File: config.mk
export PLATFORM = sky130hd
export DESIGN_NAME = muldiv_unit
export DESIGN_NICKNAME = d
export VERILOG_FILES = /design/src/rtl/muldiv_unit_pkg.sv /design/src/rtl/muldiv_unit_div_step.sv /design/src/rtl/muldiv_unit.sv
export SDC_FILE = /design/constraint.sdc
export NUM_CORES = 2
export LEC_CHECK = 0
export CORE_MARGIN = 2
export CORE_UTILIZATION = 45
export DETAILED_ROUTE_END_ITERATION = 10
export GPL_TIMING_DRIVEN = 0
export PLACE_DENSITY = 0.59
export SYNTH_ARGS = -nofsm -noshare
export SYNTH_HDL_FRONTEND = slang
export SYNTH_SLANG_ARGS = --single-unit
File: constraint.sdc
create_clock -name clk -period 22.4 [get_ports clk]
set_clock_uncertainty 0.05 [all_clocks]
set_input_delay 3.36 -clock clk [delete_from_list [all_inputs] [get_ports clk]]
set_output_delay 3.36 -clock clk [all_outputs]
set_load 0.005 [all_outputs]
File: src/rtl/muldiv_unit_pkg.sv
// Shared definitions for the multiply/divide unit: widths, op codes, FSM states.
package muldiv_unit_pkg;

  localparam int MD_DATA_W = 32;
  localparam int MD_CNT_W  = 6;

  // Op codes line up with the EX-stage EXE_MULT/MULTU/DIV/DIVU encodings.
  localparam logic [1:0] OP_MULT  = 2'b00;
  localparam logic [1:0] OP_MULTU = 2'b01;
  localparam logic [1:0] OP_DIV   = 2'b10;
  localparam logic [1:0] OP_DIVU  = 2'b11;

  typedef enum logic [2:0] {
    ST_IDLE = 3'd0,
    ST_MUL  = 3'd1,
    ST_DIV  = 3'd2,
    ST_DIVZ = 3'd3,
    ST_DONE = 3'd4
  } state_t;

endpackage

File: src/rtl/muldiv_unit_div_step.sv
// One combinational radix-2 restoring division iteration.
module muldiv_unit_div_step
  import muldiv_unit_pkg::*;
#(
  parameter int W = MD_DATA_W
) (
  input  logic [W-1:0] rem_i,
  input  logic         bit_i,
  input  logic [W-1:0] divisor_i,
  output logic [W-1:0] rem_o,
  output logic         q_o
);

  logic [W:0] w_shift;
  logic [W:0] w_diff;

  // One extra bit: the shifted remainder can reach 2*divisor-1.
  assign w_shift = {rem_i, bit_i};
  assign w_diff  = w_shift - {1'b0, divisor_i};
  assign q_o     = (w_shift >= {1'b0, divisor_i});
  assign rem_o   = q_o ? w_diff[W-1:0] : w_shift[W-1:0];

endmodule

File: src/rtl/muldiv_unit.sv
// Multi-cycle MULT/MULTU/DIV/DIVU unit for the EX stage; returns {HI, LO} with a one-cycle ready.
// Handshake: start_i is taken only in IDLE (annul_i low); ready_o pulses once with result_o valid, no backpressure.
module muldiv_unit
  import muldiv_unit_pkg::*;
#(
  parameter int DATA_W = MD_DATA_W,
  parameter int CNT_W  = MD_CNT_W
) (
  input  logic                clk,
  input  logic                rst,
  input  logic                start_i,
  input  logic [1:0]          op_i,
  input  logic [DATA_W-1:0]   opdata1_i,
  input  logic [DATA_W-1:0]   opdata2_i,
  input  logic                annul_i,
  output logic                busy_o,
  output logic                stall_req_o,
  output logic                ready_o,
  output logic [2*DATA_W-1:0] result_o,
  output state_t              dbg_state_o
);

  state_t              r_state;
  state_t              w_next;
  logic [1:0]          r_op;
  logic [DATA_W-1:0]   r_quo;
  logic [DATA_W-1:0]   r_dvs;
  logic [DATA_W-1:0]   r_rem;
  logic [CNT_W-1:0]    r_cnt;
  logic                r_neg_q;
  logic                r_neg_r;
  logic [2*DATA_W-1:0] r_result;

  logic                w_accept;
  logic                w_signed_div;
  logic [DATA_W-1:0]   w_abs1;
  logic [DATA_W-1:0]   w_abs2;
  logic                w_last;
  logic [DATA_W-1:0]   w_rem_nxt;
  logic                w_qbit;
  logic [DATA_W-1:0]   w_quo_final;
  logic [DATA_W-1:0]   w_quo_fix;
  logic [DATA_W-1:0]   w_rem_fix;
  logic                w_mul_signed;
  logic [2*DATA_W-1:0] w_ext_a;
  logic [2*DATA_W-1:0] w_ext_b;
  logic [2*DATA_W-1:0] w_prod;

  assign w_accept     = !rst && (r_state == ST_IDLE) && start_i && !annul_i;
  assign w_signed_div = (op_i == OP_DIV);
  // Negating 0x80000000 yields itself, which is the right unsigned magnitude.
  assign w_abs1 = (w_signed_div && opdata1_i[DATA_W-1]) ? -opdata1_i : opdata1_i;
  assign w_abs2 = (w_signed_div && opdata2_i[DATA_W-1]) ? -opdata2_i : opdata2_i;
  assign w_last = (r_cnt == CNT_W'(DATA_W - 1));

  muldiv_unit_div_step #(.W(DATA_W)) u_div_step (
    .rem_i     (r_rem),
    .bit_i     (r_quo[DATA_W-1]),
    .divisor_i (r_dvs),
    .rem_o     (w_rem_nxt),
    .q_o       (w_qbit)
  );

  assign w_quo_final = {r_quo[DATA_W-2:0], w_qbit};
  assign w_quo_fix   = r_neg_q ? -w_quo_final : w_quo_final;
  assign w_rem_fix   = r_neg_r ? -w_rem_nxt : w_rem_nxt;

  // Extending to full width first gives the correct low 2*DATA_W product bits either way.
  assign w_mul_signed = (r_op == OP_MULT);
  assign w_ext_a = w_mul_signed ? {{DATA_W{r_quo[DATA_W-1]}}, r_quo} : {{DATA_W{1'b0}}, r_quo};
  assign w_ext_b = w_mul_signed ? {{DATA_W{r_dvs[DATA_W-1]}}, r_dvs} : {{DATA_W{1'b0}}, r_dvs};
  assign w_prod  = w_ext_a * w_ext_b;

  always_ff @(posedge clk or posedge rst) begin
    if (rst) r_state <= ST_IDLE;
    else     r_state <= w_next;
  end

  always_comb begin
    w_next = r_state;
    case (r_state)
      ST_IDLE: begin
        if (w_accept) begin
          if (!op_i[1])                 w_next = ST_MUL;
          else if (opdata2_i == '0)     w_next = ST_DIVZ;
          else                          w_next = ST_DIV;
        end
      end
      ST_MUL, ST_DIVZ: w_next = annul_i ? ST_IDLE : ST_DONE;
      ST_DIV: begin
        if (annul_i)     w_next = ST_IDLE;
        else if (w_last) w_next = ST_DONE;
      end
      ST_DONE: w_next = ST_IDLE;
      default: w_next = ST_IDLE;
    endcase
  end

  always_ff @(posedge clk or posedge rst) begin
    if (rst) begin
      r_op     <= OP_MULT;
      r_quo    <= '0;
      r_dvs    <= '0;
      r_rem    <= '0;
      r_cnt    <= '0;
      r_neg_q  <= 1'b0;
      r_neg_r  <= 1'b0;
      r_result <= '0;
    end else begin
      case (r_state)
        ST_IDLE: begin
          if (w_accept) begin
            r_op    <= op_i;
            r_cnt   <= '0;
            r_rem   <= '0;
            r_quo   <= op_i[1] ? w_abs1 : opdata1_i;
            r_dvs   <= op_i[1] ? w_abs2 : opdata2_i;
            r_neg_q <= w_signed_div && (opdata1_i[DATA_W-1] ^ opdata2_i[DATA_W-1]);
            r_neg_r <= w_signed_div && opdata1_i[DATA_W-1];
          end
        end
        ST_MUL: begin
          if (!annul_i) r_result <= w_prod;
        end
        ST_DIVZ: begin
          if (!annul_i) r_result <= '0;
        end
        ST_DIV: begin
          if (!annul_i) begin
            r_rem <= w_rem_nxt;
            r_quo <= w_quo_final;
            r_cnt <= r_cnt + 1'b1;
            if (w_last) r_result <= {w_rem_fix, w_quo_fix};
          end
        end
        default: ;
      endcase
    end
  end

  assign busy_o      = (r_state != ST_IDLE);
  assign ready_o     = (r_state == ST_DONE);
  assign stall_req_o = w_accept || (r_state == ST_MUL) || (r_state == ST_DIV) ||
                       (r_state == ST_DIVZ);
  assign result_o    = r_result;
  assign dbg_state_o = r_state;

endmodule

==> impl_metrics.tcl <==
set metrics [dict create \
    utilization 0.4878 \
    wl_per_cell_um 28.80 \
    post-place-cells 8487 \
    ff2ff_path_depth 34 \
    core_um2 131800 \
    tns_ns 0 \
    yosysTopAreaCellShare 0.4760 \
    r2r_setup_slack_ns 8.68 \
    period_needed_ns 13.72 \
    postCtsResizedCells 0 \
    grt_pass1_vias 50940 \
    clock_latency_ns 0.53 \
    gr-usage-all-layers 0.3707 \
    drt_iter0_markers 5267 \
    fin_crit_sh 0.6127 \
    post_cts_buffers 0 \
    slew_headroom -0.07716 \
    ant_nets 0 \
    synth-main-ff-cell "dfrtp_1" \
    cp.required_ns 22.73 \
    final_nets 8588 \
    finalMaxSlewViolations 44 \
    io_buffers 139 \
    setup_violations 0 \
    die_h_um 368.8 \
    postSynthNetCount 8425 \
    cts_tree "yes" \
    crit_arrival_ns 14.06 \
    hold_buffers 0 \
    cp-start-kind "flip-flop" \
    yosysWarnings 0 \
    die_area_um2 136000 \
    drive_above_1_share 0.01404 \
    drc 0 \
    async_flop_share 1.000 \
    final_area_um2 64290 \
    cpPeakStageDelay_ns 0.92 \
    cpMostUsedCell "fa_1" \
    critical_path_class "reg2reg" \
    hold_depth 2 \
    routed_wl_mm 246.1 \
    fill_cells 12990 \
    dp_hpwl_mm 211.4 \
    grt_start_max_net_pins 90 \
    fp.dieW_um 368.8 \
    synth_area_um2 59890 \
    root_buffer "clkbuf_16" \
    crit_slowest_cell "fa_1" \
    grt_pass1_wl_mm 355.4 \
    rsz0062_at_grt "false" \
    fin_cells 8545 \
    ctsLongestPathBuffers 2 \
    place_area_um2 63570 \
    cp_max_fo 10 \
    ys_seq_elements 173 \
    syn_avg_cell_area_um2 9.089 \
    vias 48680 \
    ys_seq_area_frac 0.07229 \
    clock.fmax_mhz 72.86 \
    path_clk_slew_ns 0.09 \
    synthTopCellsByArea "fa_1 (48%), inv_1 (9.9%), dfrtp_1 (7.2%), ha_1 (7.1%), and2_1 (5.0%)" \
    hold_viol_final 0 \
    synth-edff-count 0 \
    cts-buffers-inserted 17 \
    initial_core_util 0.4544 \
    status "finished with violations" \
    hp-class "reg2reg" \
    antenna_found_initial 35 \
    io-pin-count 140 \
    end_kind "flip-flop" \
    drv_cap 5 \
    syn_to_final_growth_pct 7.352 \
    firstDrtPassIters 6 \
    cts_max_level 4 \
    violations "capacitance limit, slew limit" \
    num_rows 133 \
    tightest_slew_ns 1.616 \
    yosys.area.top_type "fa_1" \
    synth_cell_types 97 \
    cts.sinks 173 \
    via_per_inst 5.697 \
    synth_cells 6589 \
    gp_congestion 1.027 \
    grt_overflow 0 \
]
final cells by class:
cell class	instances	area, um^2	share of cell area
well taps	1755	2196	0.03415
repair buffers	144	1489	0.02316
flip-flops and latches	173	4329	0.06734
multi-input cells	4486	48300	0.7512
diodes	25	62.56	0.0009731
plain buffers	347	1340	0.02084
inverters	1583	5949	0.09254
clock buffers	17	425.4	0.006617
clock inverters	15	205.2	0.003192
path summary, 6_finish.rpt:
check                              from           end
min                        result_o[39]  result_o[39]
min in group asynchronous           rst      r_cnt[5]
min reg2reg                result_o[39]  result_o[39]
max reg2reg                   r_quo[31]  result_o[53]
max in group asynchronous           rst     r_dvs[17]
max                           r_quo[31]  result_o[53]
registers in the layout (all words and copies together) (netlist names):
signal       cells
r_dvs           32
r_neg_r          1
r_op             2
r_neg_q          1
r_cnt            6
r_rem           32
result_o        64
dbg_state_o      3
r_quo           32
stage by stage:
stage	worst slack, ns	hold slack, ns
final	8.675	0.4414
after global routing	8.430	0.4786
after CTS	9.000	0.4423
after detailed placement	9.047	0.4244
after global placement	4.897	0.4185
after floorplan	10.59	0.4104
cell families after synthesis:
family | after synthesis | synth area share
compound gates | 710 | 0.07776
flops | 173 | 0.07229
buf+inv | 1930 | 0.1216
xor+xnor | 248 | 0.03627
mux | 19 | 0.003238
simple gates | 1740 | 0.1409
fa+ha+maj | 1769 | 0.5480
routing by layer:
layer	up-vias	wire length (um)	GRT usage
met1	25420	94940	0.4807
met3	614	22200	0.06960
li1	20070	-	-
met4	4	19660	0.2415
met5	-	34	0
met2	2575	109300	0.5693
cell usage in the layout, fill, tap and decap left out, types with 32 or more instances in the layout:
| cell | Yosys | routed |
|---|---|---|
| xor2_1 | 85 | 85 |
| xnor2_1 | 163 | 163 |
| a21oi_1 | 149 | 149 |
| a21o_1 | 38 | 38 |
| and2_1 | 480 | 480 |
| nor2_1 | 233 | 233 |
| inv_1 | 1581 | 1580 |
| o31ai_1 | 37 | 37 |
| fa_1 | 1424 | 1424 |
| o21ai_0 | 213 | 213 |
| dfrtp_1 | 173 | 173 |
| nor3_1 | 41 | 38 |
| clkbuf_1 | 294 | 294 |
| a221oi_1 | 37 | 37 |
| and3_1 | 34 | 34 |
| clkdlybuf4s50_1 | 0 | 139 |
| a22oi_1 | 47 | 47 |
| ha_1 | 342 | 342 |
| nand2_1 | 762 | 761 |
| nand3_1 | 32 | 32 |
| buf_1 | 40 | 40 |
critical path: cells and delay by family (launching register included):
family	cells	cell delay [ns]
compound gates	6	2.44
xor+xnor	1	0.34
fa+ha+maj	11	5.79
buf+inv	12	3.29
flops	1	0.40
simple gates	4	1.25
cell usage after synthesis (all sizes together) (23+ instances only):
| cell | number |
|---|---|
| and2 | 482 |
| a22oi | 47 |
| and3 | 34 |
| xnor2 | 163 |
| inv | 1583 |
| buf | 52 |
| nor2 | 233 |
| fa | 1424 |
| a21o | 38 |
| ha | 342 |
| nand3 | 33 |
| a21oi | 151 |
| dfrtp | 173 |
| o21a | 23 |
| a221oi | 38 |
| o21ai | 220 |
| nand4 | 23 |
| nand2 | 763 |
| xor2 | 85 |
| clkbuf | 295 |
| nor3 | 41 |
| nor4 | 23 |
| o31ai | 37 |
Power is left out: the tool's default activity adds up to more than one toggle a clock period on the data nets, which glitch-free logic cannot reach.
